===== config.mk =====
export PLATFORM = sky130hd
export DESIGN_NAME = calc_op_sequencer
export DESIGN_NICKNAME = d
export VERILOG_FILES = /design/src/rtl/calc_pkg.sv /design/src/rtl/calc_op_sequencer.sv
export SDC_FILE = /design/constraint.sdc
export NUM_CORES = 1
export LEC_CHECK = 0
export BUFFER_PORTS_ARGS = -buffer_cell sky130_fd_sc_hd__buf_2
export CAP_MARGIN = 25
export CORE_MARGIN = 1.5
export CORE_UTILIZATION = 30
export DETAILED_ROUTE_END_ITERATION = 16
export PLACE_DENSITY = 0.59
export SETUP_SLACK_MARGIN = 0.2
export SLEW_MARGIN = 5
export SYNTH_ARGS = -nofsm -noshare
export SYNTH_HDL_FRONTEND = slang
export SYNTH_SLANG_ARGS = --single-unit
export TNS_END_PERCENT = 30

===== constraint.sdc =====
create_clock -name clk -period 2.52 [get_ports clk]
set_clock_uncertainty 0.2 [all_clocks]
set_input_delay 0.252 -clock clk [delete_from_list [all_inputs] [get_ports clk]]
set_output_delay 0.252 -clock clk [all_outputs]
set_load 0.005 [all_outputs]

===== src/rtl/calc_pkg.sv =====
// Shared definitions for the 4-function calculator front end:
// op codes, sequencer states and default widths.
package calc_pkg;

  localparam int DATA_W_DEF = 4;
  localparam int RES_W_DEF  = 8;

  typedef enum logic [1:0] {
    OP_ADD = 2'b00,
    OP_SUB = 2'b01,
    OP_MUL = 2'b10,
    OP_DIV = 2'b11
  } op_t;

  typedef enum logic [2:0] {
    S_GET_A,
    S_GET_OP,
    S_GET_B,
    S_EXEC,
    S_WAIT,
    S_SHOW,
    S_ERR
  } state_t;

  // A divide whose divisor is zero never reaches the datapath.
  function automatic logic div_fault(input logic [1:0] op, input logic b_is_zero);
    return (op == OP_DIV) && b_is_zero;
  endfunction

endpackage


===== src/rtl/calc_op_sequencer.sv =====
// Operand/op capture and execution handshake for the calculator datapath;
// holds the memory register that RECALL feeds back as the next operand.
module calc_op_sequencer
  import calc_pkg::*;
#(
  parameter int DATA_W  = DATA_W_DEF,
  parameter int RES_W   = RES_W_DEF,
  parameter int TMO_CYC = 255
) (
  input  logic              clk,
  input  logic              rst_n,
  input  logic [DATA_W-1:0] sw_data,
  input  logic [1:0]        sw_op,
  input  logic              key_enter,
  input  logic              key_recall,
  input  logic              key_clear,
  output logic [DATA_W-1:0] operand_a,
  output logic [DATA_W-1:0] operand_b,
  output logic [1:0]        op_select,
  output logic              exec_start,
  input  logic              exec_done,
  input  logic [RES_W-1:0]  result_in,
  output logic [RES_W-1:0]  mem_value,
  output logic              result_valid,
  output logic              err,
  output logic              busy
);

  localparam logic [7:0] TMO_LAST = 8'(TMO_CYC - 1);

  state_t            state;
  logic [7:0]        tmo_cnt;
  logic [DATA_W-1:0] mem_low;
  logic [DATA_W-1:0] b_next;

  assign mem_low = mem_value[DATA_W-1:0];

  // Recall outranks enter, so it selects the B source whenever both are pressed.
  always_comb begin
    b_next = sw_data;
    if (key_recall) b_next = mem_low;
  end

  always_ff @(posedge clk or negedge rst_n) begin
    if (!rst_n) begin
      state     <= S_GET_A;
      operand_a <= '0;
      operand_b <= '0;
      op_select <= '0;
      mem_value <= '0;
      tmo_cnt   <= '0;
    end else if (key_clear) begin
      state     <= S_GET_A;
      operand_a <= '0;
      operand_b <= '0;
      op_select <= '0;
    end else begin
      case (state)
        S_GET_A: begin
          if (key_recall) begin
            operand_a <= mem_low;
            state     <= S_GET_OP;
          end else if (key_enter) begin
            operand_a <= sw_data;
            state     <= S_GET_OP;
          end
        end
        S_GET_OP: begin
          // A recall here is swallowed and also masks a simultaneous enter.
          if (!key_recall && key_enter) begin
            op_select <= sw_op;
            state     <= S_GET_B;
          end
        end
        S_GET_B: begin
          if (key_recall || key_enter) begin
            operand_b <= b_next;
            state     <= div_fault(op_select, b_next == '0) ? S_ERR : S_EXEC;
          end
        end
        S_EXEC: begin
          tmo_cnt <= '0;
          state   <= S_WAIT;
        end
        S_WAIT: begin
          if (exec_done) begin
            mem_value <= result_in;
            state     <= S_SHOW;
          end else if (tmo_cnt == TMO_LAST) begin
            state <= S_ERR;
          end else begin
            tmo_cnt <= tmo_cnt + 8'd1;
          end
        end
        S_SHOW: begin
          if (key_recall) begin
            operand_a <= mem_low;
            state     <= S_GET_OP;
          end else if (key_enter) begin
            state <= S_GET_A;
          end
        end
        S_ERR: begin
          if (key_enter) state <= S_GET_A;
        end
        default: state <= S_GET_A;
      endcase
    end
  end

  assign exec_start   = (state == S_EXEC);
  assign busy         = (state == S_EXEC) || (state == S_WAIT);
  assign result_valid = (state == S_SHOW);
  assign err          = (state == S_ERR);

endmodule


==> metrics list, run 1 <==
- Of the available clock period, the critical path in the final layout requires 89.97%.
- Final weighted congestion in routability-driven placement: 0.7897
- Yosys instantiated no cell more often than sky130_fd_sc_hd__dfrtp_1.
* TritonCTS clock tree: done
* Unrepaired setup endpoints after global routing: no
- Total congestion overflow after global routing: 0
- Hold Path Origin: result_in[5]
- Sequential area share after synthesis: 44.75%
* Total negative slack: 0 ns
- Count of state elements after synthesis: 29
* Register-to-register setup slack: 0.25 ns
- In the routed layout, each cell is associated on average with a via count of 4.872.
* Vias in the first global route: 1406
- Crit Path Class: reg -> reg
- Cell Count Post-Placement: 263
- The startpoint identified for the worst register-to-register timing path is mem_value[0].
- For this run, the leading register cell type out of synthesis is sky130_fd_sc_hd__dfrtp_1.
- Count of input and output buffers: 41
- Core area: 0.005172 mm2
* Arrival time worst endpoint: 2.25 ns
- Power spread over the standard cell area amounts to 812.0 mW/mm2.
- Post-Syn Nets: 176
- In this run the worst hold path is classified as in -> reg.
* Most common library cells after synthesis: 29 x sky130_fd_sc_hd__dfrtp_1, 14 x sky130_fd_sc_hd__mux2_2, 12 x sky130_fd_sc_hd__nor2_1
- Outcome: finished, final reports clean
- EDFF count, synth: 0
* Number of failing setup endpoints in the final timing report: 0
- On the critical path, the stage with the largest delay is an instance of sky130_fd_sc_hd__or4_4.
* Largest net degree at the start of global routing: 30
- The most critical setup path has its startpoint at mem_value[0].
- Type of origin of the critical path: flip-flop
- Worst endpoint required time: 2.50 ns
- Cell count of the worst reg-to-reg path: 4
- The initial antenna violation count came to 0.
- The tree is rooted in a sky130_fd_sc_hd__clkbuf_8.
- Sorting the synthesized cells by area gives the leading types as sky130_fd_sc_hd__dfrtp_1 45%, sky130_fd_sc_hd__mux2_2 9.7%, sky130_fd_sc_hd__mux2i_1 6.2%.
* Highest Clock Rate: 441.1 MHz
- Summed over all instances, the cell type with the most area after synthesis is sky130_fd_sc_hd__dfrtp_1.
- Highest ir drop seen on vdd: 0.3511 mV
- Floorplan die height: 76.52 um
- In the synthesized netlist, the number of instances is 154.
* Global-route wire length before repair: 6.720 mm
- The cell area that synthesis handed to floorplanning was 0.001622 mm2.
* Number of rows created at floorplan: 26
* Worst hold path stage count: 2
- Final #Nets: 232
- In this run the count of I/O pins placed on the die edge is 42.
- Global routing used 14.59% of the available tracks.
- Initial core utilization: 31.35%
* Die W: 76.52 um
* CTS buffer count: 5
- By instance count, the cell type seen most on the critical path is sky130_fd_sc_hd__or4_4.
- The share of synthesized area in the top cell type comes to 44.75%.
* Clk slew on worst S/H paths: 0.07 ns
* Total detailed-routing wirelength: 3.924 mm
* Number of antenna-violating nets in the routed design: 0
* Synthesized area per cell: 10.53 um2
- Initial detailed-routing violation count: 48
* Sort of element at the end of the critical path: flip-flop
- Clock H-tree levels: 2
- Count of pins over their slew limit: 0
- Across the run, the number of max-cap violations was 0.
- Worst min-delay path endpoint: mem_value[5]
* Via Count: 1369
* Biggest fanout along the worst timing path: 3
- Registers take 725.7 um2.
- Clock period minus worst slack: 2.267 ns
- Summing all multi-input logic gate instances after layout gives 823.3 um2.
* Die Footprint: 0.005855 mm2
- Worst relative slew slack: 50.09%
- DP HPWL: 2.695 mm
- The netlist uses 42 different library cells.
- Capture point of the worst reg-to-reg path: state[2]
- Number of fill cells in the layout: 499
* Async S/R FF share, synth: 100.0%
- Final Hold Vio Count: 0
* Leak pwr: 1.058 nW
* Worst Tran Pin Value: 0.7390 ns
* Layout overhead on the synthesized area: 31.17%
* Maximum clock path buffer count: 2
- DRC: 0
- Drt first pass iters: 4
- For the worst-skew pair, the clock arrives at the later sink with an insertion delay of 0.29 ns.
- Share of layout cells above drive strength 1: 37.44%
* Sink count of the clock tree: 29
- The repair_antennas step left the layout with diodes totalling 0.
* Count of warnings emitted by yosys: 0
* Biggest cell delay along the critical path: 0.54 ns
- Cells traversed along the worst timing path: mux2_4, or4_4, or4_4, a2111oi_4
- In the final routed layout, each cell accounts on average for 13.96 um.
- The finished layout holds 281 standard cells, fillers aside.
==> worst max path at each step <==
| stage | cells after the start | slack [ns] | endpoint |
|---|---|---|---|
| final | 4 | 0.25 | state[2] |
| after CTS | 4 | 0.21 | state[2] |
| after global placement | 5 | 0.14 | state[2] |
| after detailed placement | 5 | 0.09 | state[2] |
| after floorplan | 4 | 0.26 | state[2] |
| after global routing | 4 | 0.20 | state[2] |
==> state kept, by name (all words and copies together) (netlist names) <==
| register | flops |
|---|---|
| tmo_cnt | 8 |
| operand_b | 4 |
| state | 3 |
| mem_value | 8 |
| operand_a | 4 |
| op_select | 2 |
==> per-layer routing <==
layer	track usage (%)	routed length [um]	vias up
li1	-	-	674
met2	24.38	1878	37
met5	0	0	-
met4	6.111	81	0
met1	17.96	1802	650
met3	3.473	161	8
==> report_power, final <==
group          total (mW)  internal (mW)  switching, mW  leakage (nW)
Sequential          0.628          0.564         0.0640         0.399
Clock               0.496          0.296          0.200        0.0543
Combinational       0.603          0.307          0.296         0.605
==> what timing repair did <==
item | 4_1_cts | 5_1_grt
hold buffers | 8 | 0
pin swaps | 0 | 1
endpoints found under the hold margin | 36 | 0
endpoints found under the setup margin | 1 | 1
resized for setup | 1 | 1
buffers inserted | 2 | 0
==> metrics by stage <==
step / setup slack [ns] / cell area, um2 / power, mW / hold WS (ns) / util, %
CTS: 0.2082 / 2123 / 1.740 / 0.005298 / 41.05
detailed placement: 0.09068 / 1901 / 1.198 / 0.1238 / 36.74
global route: 0.2045 / 2127 / 1.839 / 0.02391 / 41.12
floorplan: 0.2605 / 1622 / 1.004 / -0.2436 / -
global placement: 0.1401 / 1901 / 1.185 / 0.1387 / 36.74
finish: 0.2528 / 2127 / 1.727 / 0.005791 / 41.12
==> worst max-delay path, delay by kind of cell, from the launching register on <==
family	cells	cell delay, ns
simple gates	2	0.99
compound gates	1	0.31
flops	1	0.38
mux	1	0.28
==> kinds of logic after synthesis <==
group                    share of synthesized area [%]
AO/OA/AOI/OAI                                    12.66
XOR/XNOR                                        0.5402
adder cells (fa/ha/maj)                          1.543
buffers and inverters                            5.478
flip-flops                                       44.75
multiplexers                                     17.75
AND/OR/NAND/NOR                                  17.28
==> placed cells by master (no fill, tap or decap), types with 2 or more instances in the layout <==
cell and count:
sky130_fd_sc_hd__nor4b_1 2, sky130_fd_sc_hd__inv_1 6, sky130_fd_sc_hd__nand2_1 7, sky130_fd_sc_hd__clkbuf_8 5, sky130_fd_sc_hd__mux2i_1 10, sky130_fd_sc_hd__nor3b_1 3, sky130_fd_sc_hd__buf_4 9, sky130_fd_sc_hd__dfrtp_1 29
sky130_fd_sc_hd__a21oi_1 8, sky130_fd_sc_hd__nor2_1 12, sky130_fd_sc_hd__nand3b_1 2, sky130_fd_sc_hd__o21ai_0 6, sky130_fd_sc_hd__or4_4 2, sky130_fd_sc_hd__nor3_1 2, sky130_fd_sc_hd__mux2_4 3, sky130_fd_sc_hd__or3_1 2
sky130_fd_sc_hd__mux2_2 13, sky130_fd_sc_hd__nand3_1 8, sky130_fd_sc_hd__nand2b_1 2, sky130_fd_sc_hd__ha_1 2, sky130_fd_sc_hd__or4_1 3, sky130_fd_sc_hd__buf_2 41, sky130_fd_sc_hd__o22ai_1 3, sky130_fd_sc_hd__dlygate4sd3_1 8
sky130_fd_sc_hd__o31ai_1 5
==> cell type report <==
class / instances / area share, %
inverters: 6 / 1.059
clock inverters: 3 / 2.176
repair buffers: 58 / 16.59
flip-flops and latches: 29 / 34.12
clock buffers: 5 / 3.235
well taps: 70 / 4.118
multi-input cells: 110 / 38.71
Note: power is estimated with default switching activity, not from simulation.
==> run 2, diff against run 1 <==
--- a/config.mk
+++ b/config.mk
@@ -9,8 +9,9 @@
 export CAP_MARGIN = 25
 export CORE_MARGIN = 1.5
 export CORE_UTILIZATION = 30
+export CTS_CLUSTER_DIAMETER = 80
 export DETAILED_ROUTE_END_ITERATION = 16
-export PLACE_DENSITY = 0.59
+export PLACE_DENSITY = 0.51
 export SETUP_SLACK_MARGIN = 0.2
 export SLEW_MARGIN = 5
 export SYNTH_ARGS = -nofsm -noshare
==> run 2 against run 1 <==
  * Sequential share of layout area increased by 0.26 points
  * Total power decreased by 1.7%
  * Hold slack better by 0.0045 ns
  * Register-to-register slack improved by 0.05 ns
  * Final cell count decreased by 0.71%
  * Combinational power shrank 4.3%
  * Core utilization shrank 0.31 points
  * Wire length is 7.6% lower
==> metrics list, run 2 (synthesis results as in run 1) <==
* Drt first pass iters: 6 (+2)
* Via/cell ratio: 4.806 (-1.3%)
- The total cell area at the placement stage was 0.001901 mm2 (unchanged).
- Vias in the first global route: 1298 (-7.7%)
- Leak pwr: 1.053 nW (-0.52%)
- The routed length on met1 was 1.823 mm (+1.2%).
- Counting stages on the worst path, the most repeated cell is sky130_fd_sc_hd__or4_4.
* Leading registers by flop count: mem_value x8, tmo_cnt x8
* Floorplan die height: 76.52 um (unchanged)
* Total negative slack: 0 ns (unchanged)
* Count of pins over their slew limit: 0 (unchanged)
- The number of H-tree levels came to 2 (unchanged).
- Final weighted congestion in routability-driven placement: 0.7948 (+0.65%)
* Portion of the clock cycle consumed by the worst path in the final layout: 88.05% (-1.9 points)
* Most used cells in the layout excluding fill and tap cells: 41 x sky130_fd_sc_hd__buf_2, 29 x sky130_fd_sc_hd__dfrtp_1, 13 x sky130_fd_sc_hd__mux2_2, 12 x sky130_fd_sc_hd__nor2_1, 10 x sky130_fd_sc_hd__mux2i_1
* Share of layout cells above drive strength 1: 36.84% (-0.60 points)
* Global-route wire length before repair: 6.196 mm (-7.8%)
- Worst setup startpoint: mem_value[3]
* Highest metal used: met4
- The transition at the pin with the smallest max-transition slack was 0.7154 ns (-0.02364 ns).
- The clock-pin slew of the registers on the worst-case setup and hold paths came to 0.06 ns (about the same).
- The count of endpoints failing hold in the final timing report came to 0 (unchanged).
- Final #Nets: 230 (-0.86%)
* Worst relative slew slack: 51.69% (+1.6 points)
- Crit path max-delay cell type: sky130_fd_sc_hd__or4_4
- Count of non-filler cells in the finished layout: 279 (-0.71%)
- The residual antenna-violating net count after detailed routing was 0 (unchanged).
- The source-to-sink clock delay at the later pin of the worst-skew pair was 0.28 ns (about the same).
- CTS Root Buffer Type: sky130_fd_sc_hd__clkbuf_8
- The routed wire length on met2 was 1.608 mm (-14%).
- Clock period minus worst slack: 2.219 ns (-0.04820 ns)
- The maximum fanout count along the critical path came to 4 (+1).
- Via Count: 1341 (-2.0%)
- The critical path is of the reg -> reg type.
* Routed wire per std cell: 12.99 um (-7.0%)
* Highest ir drop seen on vdd: 0.4488 mV (+28%)
- The number of buffers created by CTS was 5 (unchanged).
* Unrepaired setup endpoints after global routing: no
* PnR worst setup slack: 0.3010 ns (+0.04820 ns)
* Worst Setup Slack post-DPL: 0.1044 ns (+0.01371 ns)
- The power density over cell area came to 804.3 mW/mm2 (-0.95%).
* Crit Reg-Reg Startpoint: mem_value[3]
* Cell Count Post-Placement: 263 (unchanged)
* Hold Path Origin: result_in[2]
- The signal on the critical path passes through mux2_4, or4_4, or4_4, a2111oi_4.
* Count of pins on the block boundary: 42 (unchanged)
- The post-route total power came to 1.698 mW (-1.7%).
* Kind of cell adding the most delay to the critical path: simple AND/OR/NAND/NOR gates
- Multi-input logic area: 823.3 um2 (unchanged)
* Arrival time worst endpoint: 2.20 ns (-0.05 ns)
* Total detailed-routing wirelength: 3.624 mm (-7.6%)
- The starting density of the core is 31.35% (unchanged).
* Layout overhead on the synthesized area: 30.17%
- The placement row count was 26 (unchanged).
- The number of setup violations in the final report was 0 (unchanged).
- The worst hold path belongs to the class in -> reg.
* Total congestion overflow after global routing: 0 (unchanged)
* Die W: 76.52 um (unchanged)
- Count of input and output buffers: 41 (unchanged)
- Sink count of the clock tree: 29 (unchanged)
* Highest Clock Rate: 450.7 MHz (+2.2%)
- The run finished with clean final reports.
- The sequential standard cell area came to 725.7 um2 (unchanged).
- The remaining routing DRC violations is 0 (unchanged).
- The maximum root-to-sink buffer count is 2 (unchanged).
- Antenna violations before repair: 0 (unchanged)
- Number of fill cells in the layout: 504 (+1.0%)
- TritonCTS built the clock tree.
* Initial detailed-routing violation count: 51 (+6.3%)
* Routed length on met3: 149 um (-7.5%)
- The total routing usage reported by global routing is 13.42% (-1.2 points).
- Sort of element at the end of the critical path: flip-flop
- The endpoint required time on the critical path came to 2.50 ns (about the same).
- Total non-filler cell area in the finished layout: 0.002111 mm2 (-0.76%)
* Biggest cell delay along the critical path: 0.51 ns (-0.03 ns)
- Core area: 0.005172 mm2 (unchanged)
- The number of buffers and inverters on the critical path is 0 (unchanged).
- The worst setup path is launched from a flip-flop.
- Largest net degree at the start of global routing: 30 (unchanged)
- Diodes inserted: 0 (unchanged)
- Leaving out fill and tap cells, the most frequent cell in the layout is sky130_fd_sc_hd__buf_2.
* Die Footprint: 0.005855 mm2 (unchanged)
- The count of max-cap constraint violations is 0 (unchanged).
- The placed wire-length estimate is 2.620 mm (-2.8%).
run 2: final cells by class:
cell class	count	share of cell area [%]
clock buffers	7	4.090
multi-input cells	110	39.00
well taps	70	4.149
inverters	6	1.067
clock inverters	1	1.423
flip-flops and latches	29	34.38
repair buffers	56	15.89
run 2: where the power goes:
group	total, mW	internal (mW)	switching (mW)
clock network	0.492	0.322	0.171
logic	0.577	0.298	0.279
registers	0.629	0.565	0.0641
total	1.70	1.18	0.513
run 2: per-stage QoR:
step | util, % | hold slack [ns]
6_report | 40.81 | 0.01025
5_1_grt | 40.81 | 0.009110
4_1_cts | 40.49 | 0.002578
3_5_place_dp | 36.74 | 0.1189
3_3_place_gp | 36.74 | 0.1287
2_1_floorplan | - | -0.2436
run 2: path summary, 6_finish.rpt:
kind	cells past startpoint	slack, ns	to
setup / recovery	4	0.30	state[2]
hold / removal	2	0.01	mem_value[2]
setup reg to reg	4	0.30	state[2]
hold reg to reg	1	0.30	mem_value[7]
max in group asynchronous	2	1.33	tmo_cnt[7]
min in group asynchronous	2	0.36	mem_value[2]
run 2: repair_timing:
action                                 in CTS  in global routing
resized for setup                           0                  2
pin swaps                                   0                  1
setup endpoints to repair                   1                  1
hold buffers                                7                  0
endpoints found under the hold margin      35                  0
buffers inserted                            1                  0
run 2: routing by layer:
metal | GRT usage [%] | vias to the layer above
met2 | 19.91 | 32
met4 | 5.000 | 0
met1 | 18.32 | 633
li1 | - | 672
met3 | 4.072 | 4
met5 | 0 | -
